File: src/rtl/dest_reg_hazard_controller.sv
// dest_reg_hazard_controller
//
// Tracks the destination registers of the instructions in EX, MEM and WB and
// compares the decode-stage sources against them. It produces the decode
// stall/issue handshake, the registered EX operand-forward selects, and the
// per-stage destination addresses and WB write enable.
//
// Build option: define FORWARDING_EN to enable EX/MEM and MEM/WB forwarding.
// With forwarding, only a load-use hazard stalls. Without it, any dependency
// on EX or MEM stalls and the forward selects stay at 00.
//
// Ports:
//   clock, reset_n        rising-edge clock, asynchronous active-low reset
//   id_*                  decode instruction: valid, sources, dest, load flag
//   flush                 squash the decode instruction (redirect)
//   stall, issue          combinational decode handshake
//   fwd_a_sel, fwd_b_sel  registered EX operand sources (00 rf, 01 EX/MEM, 10 MEM/WB)
//   ex_dest/mem_dest/wb_dest, wb_write_en   per-stage destination tracking
//   stall_count           saturating count of stall cycles
module dest_reg_hazard_controller #(
  parameter int unsigned ADDR_W = 5,
  parameter int unsigned CNT_W  = 8
) (
  input  logic              clock,
  input  logic              reset_n,
  input  logic              id_valid,
  input  logic [ADDR_W-1:0] id_rs_addr,
  input  logic              id_rs_used,
  input  logic [ADDR_W-1:0] id_rt_addr,
  input  logic              id_rt_used,
  input  logic [ADDR_W-1:0] id_dest_addr,
  input  logic              id_writes,
  input  logic              id_is_load,
  input  logic              flush,
  output logic              stall,
  output logic              issue,
  output logic [1:0]        fwd_a_sel,
  output logic [1:0]        fwd_b_sel,
  output logic [ADDR_W-1:0] ex_dest,
  output logic [ADDR_W-1:0] mem_dest,
  output logic [ADDR_W-1:0] wb_dest,
  output logic              wb_write_en,
  output logic [CNT_W-1:0]  stall_count
);

  typedef struct packed {
    logic              valid;
    logic [ADDR_W-1:0] dest;
    logic              is_load;
  } stage_t;

  localparam logic [1:0] SelRf    = 2'b00;
  localparam logic [1:0] SelExMem = 2'b01;
  localparam logic [1:0] SelMemWb = 2'b10;

  stage_t s1_q, s1_d, s2_q, s3_q;
  logic [1:0]       fwd_a_sel_q, fwd_a_sel_d;
  logic [1:0]       fwd_b_sel_q, fwd_b_sel_d;
  logic [CNT_W-1:0] stall_count_q, stall_count_d;

  logic rs_s1, rs_s2, rt_s1, rt_s2;
  logic hazard;

  // $0 never matches; a producer writing $0 is also tracked as invalid.
  function automatic logic src_match(input logic used, input logic [ADDR_W-1:0] addr,
                                     input stage_t st);
    return used && (addr != '0) && st.valid && (st.dest == addr);
  endfunction

  always_comb begin
    rs_s1 = src_match(id_rs_used, id_rs_addr, s1_q);
    rs_s2 = src_match(id_rs_used, id_rs_addr, s2_q);
    rt_s1 = src_match(id_rt_used, id_rt_addr, s1_q);
    rt_s2 = src_match(id_rt_used, id_rt_addr, s2_q);
    // WB matches are never hazards: the register file is write-first.
`ifdef FORWARDING_EN
    hazard = (rs_s1 || rt_s1) && s1_q.is_load;
`else
    hazard = rs_s1 || rs_s2 || rt_s1 || rt_s2;
`endif
    // Flush wins over stall.
    stall = id_valid && hazard && !flush;
    issue = id_valid && !stall && !flush;
  end

  always_comb begin
    s1_d = '0;
    if (issue) begin
      s1_d.valid   = id_writes && (id_dest_addr != '0);
      s1_d.dest    = id_dest_addr;
      s1_d.is_load = id_is_load;
    end

    fwd_a_sel_d = SelRf;
    fwd_b_sel_d = SelRf;
`ifdef FORWARDING_EN
    // Youngest producer wins.
    if (issue) begin
      if (rs_s1)      fwd_a_sel_d = SelExMem;
      else if (rs_s2) fwd_a_sel_d = SelMemWb;
      if (rt_s1)      fwd_b_sel_d = SelExMem;
      else if (rt_s2) fwd_b_sel_d = SelMemWb;
    end
`endif

    stall_count_d = stall_count_q;
    if (stall && (stall_count_q != '1)) begin
      stall_count_d = stall_count_q + CNT_W'(1);
    end
  end

  always_ff @(posedge clock or negedge reset_n) begin
    if (!reset_n) begin
      s1_q          <= '0;
      s2_q          <= '0;
      s3_q          <= '0;
      fwd_a_sel_q   <= SelRf;
      fwd_b_sel_q   <= SelRf;
      stall_count_q <= '0;
    end else begin
      s1_q          <= s1_d;
      s2_q          <= s1_q;
      s3_q          <= s2_q;
      fwd_a_sel_q   <= fwd_a_sel_d;
      fwd_b_sel_q   <= fwd_b_sel_d;
      stall_count_q <= stall_count_d;
    end
  end

  // The load flag is irrelevant once an instruction reaches WB.
  logic unused_s3_is_load;
  assign unused_s3_is_load = s3_q.is_load;

  assign ex_dest     = s1_q.dest;
  assign mem_dest    = s2_q.dest;
  assign wb_dest     = s3_q.dest;
  assign wb_write_en = s3_q.valid;
  assign fwd_a_sel   = fwd_a_sel_q;
  assign fwd_b_sel   = fwd_b_sel_q;
  assign stall_count = stall_count_q;

endmodule

File: config.mk
export PLATFORM = sky130hd
export DESIGN_NAME = dest_reg_hazard_controller
export DESIGN_NICKNAME = d
export VERILOG_FILES = /design/src/rtl/dest_reg_hazard_controller.sv
export SDC_FILE = /design/constraint.sdc
export NUM_CORES = 1
export LEC_CHECK = 0
export CORE_UTILIZATION = 40
export CTS_BUF_LIST = sky130_fd_sc_hd__clkbuf_8
export CTS_CLUSTER_DIAMETER = 60
export DETAILED_ROUTE_END_ITERATION = 7
export GPL_TIMING_DRIVEN = 1
export PLACE_DENSITY = 0.78
export SLEW_MARGIN = 30
export SYNTH_ARGS = -nofsm -noshare
export SYNTH_HDL_FRONTEND = slang
export SYNTH_SLANG_ARGS = --single-unit
export TNS_END_PERCENT = 1
File: constraint.sdc
create_clock -name clock -period 1.9 [get_ports clock]
set_input_delay 0.38 -clock clock [delete_from_list [all_inputs] [get_ports clock]]
set_output_delay 0.38 -clock clock [all_outputs]
set_load 0.05 [all_outputs]
==> qor.csv <==
stage,metric,value,unit
layout,final_util,0.639,
timing,rsz0062_at_grt,true,
synth,synth_edf_count,0,
power,ir_drop,0.307,mV
layout,stdcell_count,217,
timing,relSlewSlack,0.666,
synth,ys_warn_count,0,
layout,antenna_cells,0,
synth,synth_area,1320,um^2
route,antenna_left,0,
route,drt_iter0_drc,15,
placement,io_buffers,47,
timing,clock.fmax,438,MHz
synth,synth_seq_cells,26,
critical_path,worst_setup_path_end_kind,output port,
floorplan,core,3080,um^2
layout,area_growth,49.5,%
placement,dp_worst_setup_slack,-0.576,ns
cts,cts_made_buffers,3,
timing,hold_viol_final,0,
synth,ys_seq_area_frac,0.495,
power,p_total,1.15,mW
critical_path,cp-start-kind,primary input,
floorplan,dieArea,3520,um^2
cts,cts_root_buffer,clkbuf_8,
route,remaining_drc_errors,0,
critical_path,worstSetupPathType,in -> out,
floorplan,dieHeight,59.3,um
placement,place_inst,212,
synth,synth_area_per_cell,11.6,um^2
synth,async_flop_share,1.00,
critical_path,cp_data_arrival_time,1.90,ns
grt,grt_pass1_wl,4.79,mm
grt,antenna_found_initial,0,
grt,grt_start_max_net_pins,27,
layout,seq_area,651,um^2
grt,grt_overflow,0,
grt,track_usage,0.186,
floorplan,rows,20,
status,violations,setup timing,
route,num_vias,1028,
layout,nFillCells,274,
route,via_per_inst,4.74,
hold_path,hp-class,reg -> reg,
cts,htreeDepth,1,
cts,clk_latency,0.26,ns
synth,ys_types,29,
synth,synth_cells,113,
floorplan,initial_core_util,0.427,
route,postRouteWirelength,2.95,mm
placement,gp_congestion,0.807,
cts,clockBufferDepth,2,
floorplan,die_x,59.3,um
placement,dpl.hpwl,2.27,mm
layout,final_cell_mix,"buf_4, dfrtp_1, clkdlybuf4s50_1",
timing,maxSlewViolCount,0,
route,routedWlPerCell,13.6,um
grt,grt_pass1_vias,1015,
placement,placed_area,1870,um^2
layout,stdcell_area,1970,um^2
timing,finalWorstSetupSlack,-0.383,ns
cts,cts.sinks,26,
cts,clk_pin_slew,0.08,ns
layout,multiInputGateArea,606,um^2
timing,fin_skew,0.00388,ns
power,p_leak,0.944,nW
timing,tightest_slew,0.499,ns
layout,layout-drive-gt1-share,0.318,
power,powerDensity,585,nW/um^2
flow_run,cap_violations,0,
cts,cts_tree,yes,
floorplan,ioPinCount,53,
route,first_pass_iters,4,
synth,synth_ff_type,dfrtp_1,
layout,nets,199,
status,status,finished with violations,
timing,final.min_clock_period,2.28,ns
timing,fin_crit_sh,1.20,
timing,finalSetupViolations,10,
critical_path,required,1.52,ns
layout,final_common_cell,buf_4,
critical_path,crit_path_max_fanout,3,
## final cells by class
class,instances,share of cell area
Clock buffer,3,0.0210
Inverter,2,0.00382
Multi-Input combinational cell,74,0.308
Sequential cell,26,0.331
Tap cell,44,0.0280
Timing Repair Buffer,68,0.308
## final timing paths
kind	from	end	slack, ns	cells past startpoint
worst min-delay path	s1_q[6]	s2_q[6]	0.41	0
worst min register to register	s1_q[6]	s2_q[6]	0.41	0
worst max register to register	mem_dest[4]	stall_count[1]	-0.23	9
worst max-delay path	id_rt_addr[1]	issue	-0.38	7
max in group asynchronous	reset_n	mem_dest[2]	1.15	2
min in group asynchronous	reset_n	wb_write_en	0.49	2
## power by group
part           internal [mW]  total [mW]  switching (mW)
clock network          0.142       0.296           0.155
registers              0.571       0.588          0.0175
logic                  0.112       0.266           0.154
total                  0.824        1.15           0.326
## stage by stage
step	setup TNS, ns	hold slack, ns
after global placement	-6.53	0.394
final	-1.56	0.410
after CTS	-1.38	0.420
after global routing	-2.82	0.434
after floorplan	-0.105	0.0844
after detailed placement	-6.79	0.399
## registers in the layout, summed over array words and instances (netlist names)
register,count
stall_count,8
mem_dest,5
wb_dest,5
s2_q,1
wb_write_en,1
ex_dest,5
s1_q,1
## timing repair
item / 4_1_cts / 5_1_grt
pin swaps: 11 / 6
endpoints found under the hold margin: 0 / 0
hold buffers: 0 / 0
gates resized for setup: 17 / 3
setup buffers: 1 / 1
endpoints found under the setup margin: 16 / 16
## cells by family (layout without fill, tap and decap cells)
group	Yosys count	after routing	synth area share
AOI/OAI and AO/OA	9	9	0.0647
xor gates and xnor gates	26	26	0.173
adders and majority gates	1	1	0.00951
buffers and inverters	16	73	0.0856
DFF	26	26	0.495
muxes	1	1	0.0114
other	1	4	0.00285
and+or+nand+nor	33	33	0.158
## cells in the mapped netlist (all sizes together) (4+ instances only)
cell	count	area (um^2)
buf	14	105
xor2	16	140
nand3	7	47.6
nor4	4	25.0
and2	9	56.3
dfrtp	26	651
xnor2	10	87.6
## worst max-delay path, cell delays in order
cell and delay [ns]:
dlygate4sd2_1 0.29, or4_4 0.54, o21ai_4 0.19, o22ai_4 0.11
buf_6 0.13, nor2_4 0.11, buf_12 0.14
## layer usage
metal,track usage,share of wire,wire (um),vias up
met1,0.236,0.42,1250,488
met2,0.311,0.49,1440,43
met5,0,0,0,-
li1,-,-,-,493
met3,0.0371,0.074,217,4
met4,0.0714,0.014,42,0
Power figures use the tool's default switching activity.
==> edit 1 (same flow settings) <==
The parameter `ADDR_W` goes from 5 to 7.
--- a/src/rtl/dest_reg_hazard_controller.sv
+++ b/src/rtl/dest_reg_hazard_controller.sv
@@ -20,3 +20,3 @@
 module dest_reg_hazard_controller #(
-  parameter int unsigned ADDR_W = 5,
+  parameter int unsigned ADDR_W = 7,
   parameter int unsigned CNT_W  = 8
Interface: changed (6 resized); port bits go from 53 to 65. The function was not compared with the original's and may differ.
==> edit 1 against the unedited design <==
The run still ends with setup timing left. First-iteration DRC count grew to 3.9 times the old value. Routed wire length rose by 26%. Design area rose by 27%. Synthesized area rose by 26%. Worst setup slack improved by 0.21 ns. Power increased by 35%. Utilization is 1.4 points lower. Sequential cell count increased by 6. Largest cell class unchanged. Largest power group unchanged.
==> edit 1: results (changes against the unedited design) <==
Status
The run finished, with violations left. The final reports fail on setup timing.

Final layout
The clock network area share came to 3.60% (+1.5 points). The number of filler instances in the final layout was 333 (+22%). The share of final layout cell area taken by non-clock buffers is 27.7% (-3.1 points). The fraction of final layout cells with drive strength greater than 1 is 36.9% (+5.1 points).

The number of sequential storage elements was 32 (+23%). The final cell utilization of the core is 62.5% (-1.4 points). The count of non-filler cells in the finished layout is 267 (+23%). The number of signal-net inverters in the final layout came to 11 (+9). The count of plain and timing-repair buffers is 76 (+12%). The net total in the final layout is 246 (+24%). The total number of multi-input combinational cells is 90 (+22%).

Routing
The detailed route wirelength on metal2 came to 1920 um (+34%). The wire length on met3 was 231 um (+6.5%).

Place
The HPWL reported at the end of detailed placement is 2740 um (+20%). The number of buffers added on ports is 59 (+26%). The standard cell area after detailed placement is 0.00224 sq mm (+20%). The number of cells in the design after placement came to 250 (+18%). The worst slack after detailed placement came to -0.447 ns (+0.129 ns). The final weighted congestion of routability-driven global placement is 0.860 (+6.5%).

Yosys
The compound-cell area share of the yosys netlist is 9.50% (+3.0 points). The mux share of post-synthesis cell area was 1.36% (+0.22 points). The sequential share of the synthesized area was 48.3% (-1.2 points). The area share of xor/xnor cells in the synthesized design is 17.9% (+0.63 points). The count of mapped cells out of synthesis came to 148 (+31%). The adder-cell share of the synthesized area came to 0.754% (-0.20 points). Ranked by total cell area, the synthesized netlist is headed by dfrtp_1 (48%), xnor2_1 (16%), buf_4 (8.1%).

GRT
The wire length of the first global-routing pass came to 5660 um (+18%). The global-route track usage on met2 is 28.3% (-2.8 points). The fraction of met3 tracks used by global routing is 5.34% (+1.6 points). The pin count of the biggest net entering global routing is 33 (+22%). The total routing resource utilization after global routing is 17.6% (-1.0 points).

The via count of the first global-routing pass came to 1176 (+16%). The routing usage on met1 is 22.5% (-1.1 points).

Power
The clock-net power came to 0.000523 W (+77%). The switching share of total power came to 28.0% (-0.31 points). The leakage dissipation was 1.11 nW (+17%). The worst supply voltage drop on vdd came to 0.318 mV (+3.9%).

Worst setup path
The highest fanout seen on the critical path came to 4 (+1). The cell with the largest stage delay on the worst path is dfrtp_1. The worst reg2reg path startpoint is mem_dest[2]. The worst stage delay on the critical path is 0.44 ns (-0.10 ns). Among cell families on the critical path, the largest total delay comes from flip-flops.

CTS
The later-pin clock latency in the skew report is 0.28 ns (+0.02 ns). The CTS buffer count is 5 (+2). The post-CTS repair timing setup buffer count is 6 (+5). The deepest level of the CTS H-tree is 2 (+1).

Timing
The final setup slack of the worst path was -0.176 ns (+0.206 ns). The worst clock skew is 0.00638 ns (+0.00249 ns). The setup violation total in the final timing report is 3 (-7).

The setup TNS after final layout is -0.321 ns (+1.24 ns).

Floorplan
The number of rows created at floorplan is 23 (+15%).

Min path
The source of the worst hold timing path is s2_q[8].
## edit 1: cell count changes after synthesis, moves of 3 or more
cell / before / now
dfrtp_1: 26 / 32
nand4_1: 2 / 9
nand3_1: 6 / 2
nand2_1: 1 / 6
xor2_1: 16 / 4
inv_1: 2 / 11
nor2_1: 1 / 11
buf_4: 14 / 18
xnor2_1: 10 / 30
a2111oi_2: 0 / 3
and2_1: 9 / 0
## edit 1: worst register-to-register path, cell delays in order, from the launching register on
cell and delay [ns]:
dfrtp_1 0.44, xnor2_1 0.20, nand4_1 0.13, nor2_2 0.14, o211ai_4 0.12, buf_4 0.16
buf_12 0.13, a2111oi_4 0.34, xor2_1 0.16
## edit 1: final timing paths
path	end	slack [ns]
worst max-delay path	stall	-0.18
worst min-delay path	wb_write_en	0.42
worst max register to register	stall_count[3]	-0.01
worst min register to register	wb_write_en	0.42
max in group asynchronous	mem_dest[5]	1.08
min in group asynchronous	stall_count[3]	0.50
==> edit 2 (config.mk and constraints unchanged) <==
Without the edit above. Register the output `stall_count` once more, without a reset; this adds one clock of latency there. The other outputs are not delayed to match. Comments in the files are not updated.
--- a/src/rtl/dest_reg_hazard_controller.sv
+++ b/src/rtl/dest_reg_hazard_controller.sv
@@ -139,3 +139,5 @@
   assign fwd_b_sel   = fwd_b_sel_q;
-  assign stall_count = stall_count_q;
+  always_ff @(posedge clock) begin
+    stall_count <= stall_count_q;
+  end
 
Formal check against the unedited RTL: not equivalent (a bounded check fails within 4 cycles, from zero or initial values and one cycle with reset_n low).
==> edit 2 against the unedited design <==
The run still ends with setup timing left. Worst setup slack better by 0.016 ns. Utilization up 0.84 points. Count of clock-buffer cells in the layout up 3. Combinational power up 3%. Clock skew up 0.0018 ns. Routed wire length up 11%. Design area up 13%. Clock power up 77%. Sequential cell count up 8. Synthesized area up 12%. Power up 36%.
==> edit 2: results (changes against the unedited design) <==
Yosys
The post-synthesis async set-or-reset flop share came to 76.5% (-24 points). The compound-cell area share of the yosys netlist came to 5.77% (-0.70 points). By area the synthesized netlist is led by dfrtp_1 (44%), dfxtp_1 (11%), xor2_1 (9.5%). The mux share of post-synthesis cell area is 1.02% (-0.12 points).

The adder-cell share of the synthesized area is 0.849% (-0.10 points). The count of mapped cells out of synthesis is 121 (+7.1%). The average instance area after synthesis is 12.2 sq um (+4.7%). The number of distinct library cells after synthesis is 30 (+3.4%).

Timing
The final setup slack of the worst path came to -0.367 ns (+0.0161 ns). The setup violation total in the final timing report is 10 (unchanged). The slew at the pin closest to its max-slew limit came to 0.504 ns (+0.00501 ns). The worst hold-check slack is 0.403 ns (-0.00679 ns).

The setup TNS after final layout is -2.20 ns (-0.643 ns). The worst clock skew is 0.00568 ns (+0.00179 ns).

Place
The final weighted congestion of routability-driven global placement is 0.909 (+13%). The HPWL reported at the end of detailed placement is 2370 um (+4.3%). The number of cells in the design after placement was 221 (+4.2%). The standard cell area after detailed placement was 0.00205 sq mm (+9.3%). The worst slack after detailed placement is -0.612 ns (-0.0355 ns).

Power
The leakage dissipation is 1.03 nW (+9.1%). The worst supply voltage drop on vdd came to 0.401 mV (+31%).

GRT
The wire length of the first global-routing pass is 5190 um (+8.4%). The via count of the first global-routing pass is 1166 (+15%). The total routing resource utilization after global routing is 17.3% (-1.4 points).

Final layout
The net total in the final layout came to 211 (+6.0%). The count of plain and timing-repair buffers was 70 (+2.9%). The post-route cell area is 0.00223 sq mm (+13%). The layout clock buffer count is 6 (+3). The share of cell area taken by multi-input logic gates is 27.7% (-3.1 points).

The clock network area share is 4.10% (+2.0 points). The sequential share of cell area is 36.4% (+3.3 points). The count of non-filler cells in the finished layout was 234 (+7.8%). The number of filler instances in the final layout is 279 (+1.8%). The number of sequential storage elements is 34 (+31%). The fraction of final layout cells with drive strength greater than 1 is 29.3% (-2.5 points).

Worst setup path
Tracing the worst setup path back leads to its startpoint at id_rt_addr[2]. The endpoint identified for the worst register-to-register timing path is stall_count_q[1]. The worst stage delay on the critical path is 0.56 ns (+0.02 ns). The count of cells along the worst register-to-register path came to 10 (+1).

Status
The run finished, with violations left. The checks that failed: setup timing.

CTS
The CTS buffer count is 5 (+2). The deepest level of the CTS H-tree came to 2 (+1). The later-pin clock latency in the skew report is 0.28 ns (+0.02 ns). The clock tree buffer depth came to 2 (unchanged).

Routing
The detailed-route via count is 1140 (+11%). The number of iterations in the first detailed-routing pass is 6 (+2).

Min path
The path category of the worst min-delay check is register to register.
[edit 2: cell types whose count changed in the layout (fill, tap and decap cells not counted), moves of 3 or more]
cell | before | now
buf_4 | 35 | 29
clkbuf_8 | 3 | 6
clkdlybuf4s50_1 | 17 | 25
dfxtp_1 | 0 | 8
[edit 2: metal layers]
metal	GRT usage, %	up-vias	share of wire [%]
li1	-	527	-
met1	19.6	556	41
met2	28.5	51	50
met3	6.75	6	6.7
met4	7.56	0	2.3
met5	0	-	0
[edit 2: where the power goes]
group,leakage (nW),internal (W),switching [W]
Combinational,0.559,0.000115,0.000160
Clock,0.0524,0.000286,0.000238
Sequential,0.418,0.000743,0.0000185
[edit 2: what timing repair did]
item,CTS,global route
pin swaps,11,10
buffers inserted,3,2
endpoints found under the setup margin,16,16
hold endpoints to repair,0,0
gates resized for setup,14,10
